<file path="src/rtl/insn_fetch.sv">
`default_nettype none
// ============================================================================
// Module   : insn_fetch
// Purpose  : Instruction fetch stage. Owns the program counter, issues word
//            reads to a synchronous instruction memory, buffers returned
//            words in a 2-entry queue and hands them to the decoder with a
//            valid/stall handshake. A redirect flushes everything and
//            restarts fetch at the supplied target.
// Ports    : clk, rst            - clock (rising edge), async active-high reset
//            stall_i             - decoder cannot accept this cycle
//            valid_o/insn_o/pc_o - queue head presented to the decoder
//            redirect_i/_pc_i    - flush and restart fetch at target
//            imem_en_o/addr_o    - memory read request (combinational enable)
//            imem_data_i         - read data, one cycle after request edge
// Revision : 1.0 - initial release
// ============================================================================
module insn_fetch #(
    parameter int                LEN_INSN = 32,
    parameter int                LEN_PC   = 16,
    parameter logic [LEN_PC-1:0] RESET_PC = '0
) (
    input  logic                clk,
    input  logic                rst,
    input  logic                stall_i,
    output logic                valid_o,
    output logic [LEN_INSN-1:0] insn_o,
    output logic [LEN_PC-1:0]   pc_o,
    input  logic                redirect_i,
    input  logic [LEN_PC-1:0]   redirect_pc_i,
    output logic                imem_en_o,
    output logic [LEN_PC-1:0]   imem_addr_o,
    input  logic [LEN_INSN-1:0] imem_data_i
);

    logic [LEN_PC-1:0]   fetch_pc;
    logic [LEN_PC-1:0]   inflight_pc;
    logic                inflight;
    logic [1:0]          occ;

    // Queue storage: slot 0 is always the head, slot 1 the entry behind it.
    logic [LEN_INSN-1:0] head_insn, tail_insn;
    logic [LEN_PC-1:0]   head_pc,   tail_pc;

    logic                pop;
    logic                issue;
    logic [1:0]          pending;
    logic [1:0]          occ_after_pop;
    logic [1:0]          next_occ;
    logic [LEN_INSN-1:0] next_head_insn, next_tail_insn;
    logic [LEN_PC-1:0]   next_head_pc,   next_tail_pc;

    assign valid_o     = (occ != 2'd0);
    assign pop         = valid_o & ~stall_i;
    assign insn_o      = head_insn;
    assign pc_o        = head_pc;
    assign imem_addr_o = fetch_pc;

    // Slots that will be claimed after this edge. occ + inflight never
    // exceeds 2 and pop implies occ >= 1, so this stays within 0..2.
    assign pending   = occ + 2'(inflight) - 2'(pop);
    assign issue     = ~rst & ~redirect_i & (pending < 2'd2);
    assign imem_en_o = issue;

    always_comb begin
        next_head_insn = head_insn;
        next_head_pc   = head_pc;
        next_tail_insn = tail_insn;
        next_tail_pc   = tail_pc;
        occ_after_pop  = occ - 2'(pop);

        if (pop) begin
            next_head_insn = tail_insn;
            next_head_pc   = tail_pc;
        end

        // The returning word lands in the first free slot after the pop.
        if (inflight) begin
            if (occ_after_pop == 2'd0) begin
                next_head_insn = imem_data_i;
                next_head_pc   = inflight_pc;
            end else begin
                next_tail_insn = imem_data_i;
                next_tail_pc   = inflight_pc;
            end
        end

        next_occ = occ_after_pop + 2'(inflight);
    end

    always_ff @(posedge clk or posedge rst) begin
        if (rst) begin
            fetch_pc    <= RESET_PC;
            inflight_pc <= '0;
            inflight    <= 1'b0;
            occ         <= 2'd0;
            head_insn   <= '0;
            head_pc     <= '0;
            tail_insn   <= '0;
            tail_pc     <= '0;
        end else if (redirect_i) begin
            // No request is issued in a redirect cycle, so once the current
            // response is dropped here nothing stale can follow.
            fetch_pc <= redirect_pc_i;
            inflight <= 1'b0;
            occ      <= 2'd0;
        end else begin
            head_insn <= next_head_insn;
            head_pc   <= next_head_pc;
            tail_insn <= next_tail_insn;
            tail_pc   <= next_tail_pc;
            occ       <= next_occ;
            inflight  <= issue;
            if (issue) begin
                inflight_pc <= fetch_pc;
                fetch_pc    <= fetch_pc + 1'b1;
            end
        end
    end

endmodule
`default_nettype wire

</file>
<file path="config.mk">
export PLATFORM = sky130hd
export DESIGN_NAME = insn_fetch
export DESIGN_NICKNAME = d
export VERILOG_FILES = /design/src/rtl/insn_fetch.sv
export SDC_FILE = /design/constraint.sdc
export NUM_CORES = 1
export LEC_CHECK = 0
export ABC_AREA = 1
export BUFFER_PORTS_ARGS = -buffer_cell sky130_fd_sc_hd__buf_2
export CORE_MARGIN = 5
export CORE_UTILIZATION = 30
export DETAILED_ROUTE_END_ITERATION = 8
export PLACE_DENSITY = 0.51
export SYNTH_ARGS = -nofsm -noshare
export SYNTH_HDL_FRONTEND = slang
export SYNTH_SLANG_ARGS = --single-unit
</file>
<file path="constraint.sdc">
create_clock -name clk -period 5.2 [get_ports clk]
set_input_delay 1.04 -clock clk [delete_from_list [all_inputs] [get_ports clk]]
set_output_delay 1.04 -clock clk [all_outputs]
set_load 0.01 [all_outputs]
</file>
# After elaboration in Yosys (flattened, before gate mapping)
# Cells that the tools add are included.
# word_totals
regBits	131
in_bits	52
out_inout_bits	66
# classes
add_sub_neg	5
n_lt_le_gt_ge	1
mux	10
n_bitwise	7
reduce_logical	5
# op_table
cell	n
$mux 32	3
$mux 16	5
$add 16x1->16 const B	1
$add 2x1->2	2
$not 1->1	4
$reduce_bool 2->1	2
$sub 2x1->2	2
$and 1x1->1	3
$reduce_and 3->1	1
$logic_not 2->1	1
$lt 2x2->1 const B	1
$mux 2	1
$reduce_and 2->1	1
$mux 1	1

# Depth between registers and ports, before layout
# logic_depth
word_depth	7
depth_mapped	9
mapped_depth_nobuf	9

# Least setup slack after synthesis
# Ideal clock, no wire load.
# synth_path
path_type	input port to output port
startpoint	in stall_i
endpoint	out imem_en_o
arrival_ns	1.722
required_time_ns	4.160
path_slack_ns	2.438
stages	5
n_path_buf	1
cell_sequence	nand2_1 > o211ai_2 > nand2_2 > nor2_4 > buf_6
# synth_via
elab_chain_len	5
# synth_lines
item	line_no	source
start: declaration	24	input logic stall_i,
$not 1->1	53	assign pop = valid_o & ~stall_i;
$and 1x1->1	53	
$sub 2x1->2	60	assign pending = occ + 2'(inflight) - 2'(pop);
$lt 2x2->1	61	assign issue = ~rst & ~redirect_i & (pending < 2'd2);
$and 1x1->1	61	
end: declaration	30	output logic imem_en_o,
# No other way between the ends.

# Worst setup path in the final report
# layout_path
startpoint	in redirect_i
endpoint	out imem_en_o
# layout_via
elab_chain_len	3
# layout_lines
item	line_no	source
start: declaration	28	input logic redirect_i,
$not 1->1 (no line)	n/a	
$and 1x1->1 (2 in series)	61	
# No other way between the ends.

==> impl_summary.log <==
[metrics] run status: completed
[metrics] root buffer selected by CTS: clkbuf_16
[metrics] number of sinks on the clock net: 131
[metrics] number of buffers inserted to repair setup after CTS: 0
[metrics] Psw: 0.000883 W
[metrics] overflow left after global routing: 0
[metrics] maximum number of pins on one net before global-route repair: 98
[metrics] Netlist Area Pre-Place: 6200 µm²
[metrics] type of the worst setup path: input port to output pin
[metrics] initial cell density of the core: 0.306
[metrics] setup clock skew after layout: 0.0119 ns
[metrics] post-detailed-route count of antenna-violating nets: 0
[metrics] unrepaired setup endpoints after global routing: false
[metrics] Max transition margin: 0.262
[metrics] overall power consumption: 0.00302 W
[metrics] cell accounting for the most synthesized area: dfrtp_1
[metrics] final total negative setup slack: 0 ns
[metrics] count of boundary I/O pins: 118
[metrics] Post-Syn Area per Cell: 8.47 µm²
[metrics] total number of vias: 5,012
[metrics] share of total power in sequential cells: 0.441
[metrics] area of the core: 20,300 µm²
[metrics] Mapped Nets: 786
[metrics] critical-path maximum fanout: 22
[metrics] routed wire length per instance: 14.1 µm
[metrics] Die Span Y: 154 µm
[metrics] Sw Share: 0.292
[metrics] clock period minus final worst setup slack: 3.33 ns
[metrics] number of failing setup endpoints in the final timing report: 0
[metrics] sequential-to-total area share from yosys stat: 0.529
[metrics] CTS tree: built
[metrics] H-tree level count: 4
[metrics] overall die area: 23,600 µm²
[metrics] clock latency of the later-clocked register in the worst-skew pair: 0.41 ns
[metrics] number of resized instances in the post-cts repair step: 0
[metrics] f_max: 0.300 GHz
[metrics] detailed-routing iteration count for the pre-antenna-repair pass: 4
[metrics] top cell type's share of synthesized area: 0.529
[metrics] Std-Cell Rows: 52
[metrics] CTS hold repair buffers: 0
[metrics] sum of net half-perimeters after detailed placement: 9630 µm
[metrics] number of DRC markers after the initial detailed-route iteration: 290
[metrics] most common cell after layout, fill and taps aside: nand2_1
[metrics] type of origin of the critical path: input port
[metrics] Cell Int Power: 0.00214 W
[metrics] total count of max-transition violations in the final report: 0
[metrics] Port Buffers: 117
[metrics] Post-Route WL: 15,600 µm
[metrics] antenna cell count: 0
[metrics] share of layout cells above drive strength 1: 0.214
[metrics] area growth from synthesis to layout: 20.8%
[metrics] most used cells in the layout excluding fill and tap cells: nand2_1, dfrtp_1, o21ai_0
[metrics] final critical-path share of the clock period: 0.640
[metrics] width of the die: 154 µm
[metrics] Critical Path RT: 4.16 ns
[metrics] number of buffers on the longest clock path: 2
[metrics] first-pass GRT wire length: 26,300 µm
[metrics] number of buffers created by CTS: 17
[metrics] Yosys cell types: 25
[metrics] Critical Path End Type: output pin
[metrics] drt drc: 0
[metrics] max cap viols: 0
[metrics] hold violation count in the final report: 0
[metrics] P_leak: 3.76 nW
[metrics] yosys warns: 0
[metrics] routed vias/inst: 4.51
[metrics] most area-consuming cells after synthesis: dfrtp_1, o21ai_0, nand2_1, inv_1, o211ai_1
[metrics] overall routing resource usage: 0.137
[metrics] type of the tightest min-delay check: flip-flop to flip-flop
[metrics] Layout fillers: 2,143
[metrics] crit path DAT: 2.29 ns
[metrics] combinational share of power: 0.176
[metrics] Final Wtd Congestion: 0.840
[metrics] #FFs+latches synth: 131
[metrics] clock power share: 0.382
[metrics] slew of the pin with the lowest slew margin: 1.11 ns
[metrics] initial antenna violation count: 0
[metrics] peak ir drop on the vdd network: 233 µV
[metrics] number of global-route vias before repair: 4,939
[metrics] synthesized instance count: 732
[metrics] NumNets Final: 882
[metrics] pwr dens: 403 nW/µm²
[metrics] clock-pin transition on the worst setup and hold timing paths: 0.06 ns
==> worst max-delay path, stage by stage <==
cell,delay (ns)
buf_2,0.24
nor2_1,0.25
nand2_2,0.11
nor2_4,0.42
buf_2,0.23
==> path summary, 6_finish.rpt <==
check                               from        endpoint  slack (ns)  cells after the start
setup / recovery              redirect_i       imem_en_o        1.87                      5
hold / removal             tail_insn[26]   tail_insn[26]        0.48                      2
setup reg to reg                  occ[1]       insn_o[0]        2.87                      7
hold reg to reg            tail_insn[26]   tail_insn[26]        0.48                      2
max in group asynchronous            rst      tail_pc[7]        3.33                      3
min in group asynchronous            rst  imem_addr_o[3]        0.81                      2
==> synthesized netlist by cell type <==
cell type	count
nand2_1	135
dfrtp_1	131
o21ai_0	124
inv_1	113
o211ai_1	48
o21ai_1	41
nand3_1	35
clkbuf_1	22
nor2_1	21
nand2_2	10
buf_2	8
buf_4	8
nand3_2	8
buf_6	5
inv_2	5
nand4_1	4
xor2_1	4
a21oi_2	2
ha_1	2
a21oi_1	1
buf_1	1
nand2_4	1
nor2_2	1
nor2_4	1
o211ai_2	1
==> state kept, by name, indices dropped and copies added, names as in the netlist <==
register and cells:
occ 2, tail_pc 16, inflight_pc 16, pc_o 16, insn_o 32, tail_insn 32, inflight 1, imem_addr_o 16
==> through the flow <==
step / worst slack, ns / cells / instance area, µm² / hold WS (ns) / util
floorplan: 0.662 / 732 / 6200 / 0.448 / -
global placement: 1.87 / 1079 / 6930 / 0.462 / 0.341
detailed placement: 1.85 / 1079 / 6930 / 0.470 / 0.341
CTS: 1.85 / 1111 / 7490 / 0.484 / 0.369
global route: 1.76 / 1111 / 7490 / 0.498 / 0.369
finish: 1.87 / 1111 / 7490 / 0.480 / 0.369
==> power by group through the flow <==
stage                     registers [W]  clock network [W]  logic (W)
final                           0.00133            0.00115   0.000533
after global routing            0.00136            0.00123   0.000620
after floorplan                 0.00138                  0   0.000290
after global placement          0.00135                  0   0.000541
after CTS                       0.00133            0.00119   0.000549
after detailed placement        0.00135                  0   0.000547
==> routing by layer <==
layer  vias to the layer above  track usage  routed length, µm
met5                         -            0                  0
met4                         0       0.0328                 79
met2                       106        0.203               6780
li1                       2601            -                  -
met1                      2296        0.199               8090
met3                         9       0.0360                682
==> kinds of logic (layout without fill, tap and decap cells) <==
group                    after synthesis  in the layout  synth area share
AO/OA/AOI/OAI                        217            217             0.197
flip-flops                           131            131             0.529
adder cells (fa/ha/maj)                2              2           0.00403
XOR/XNOR                               4              4           0.00565
AND/OR/NAND/NOR                      216            216             0.154
buffers and inverters                162            271             0.111
==> area by class of cell <==
class	instances	area [µm²]	area share
flip-flops and latches	131	3280	0.438
multi-input cells	439	2250	0.300
repair buffers	121	616	0.0822
clock buffers	22	454	0.0606
inverters	118	448	0.0598
well taps	270	338	0.0451
clock inverters	10	109	0.0145
(Power assumes the default switching activity.)
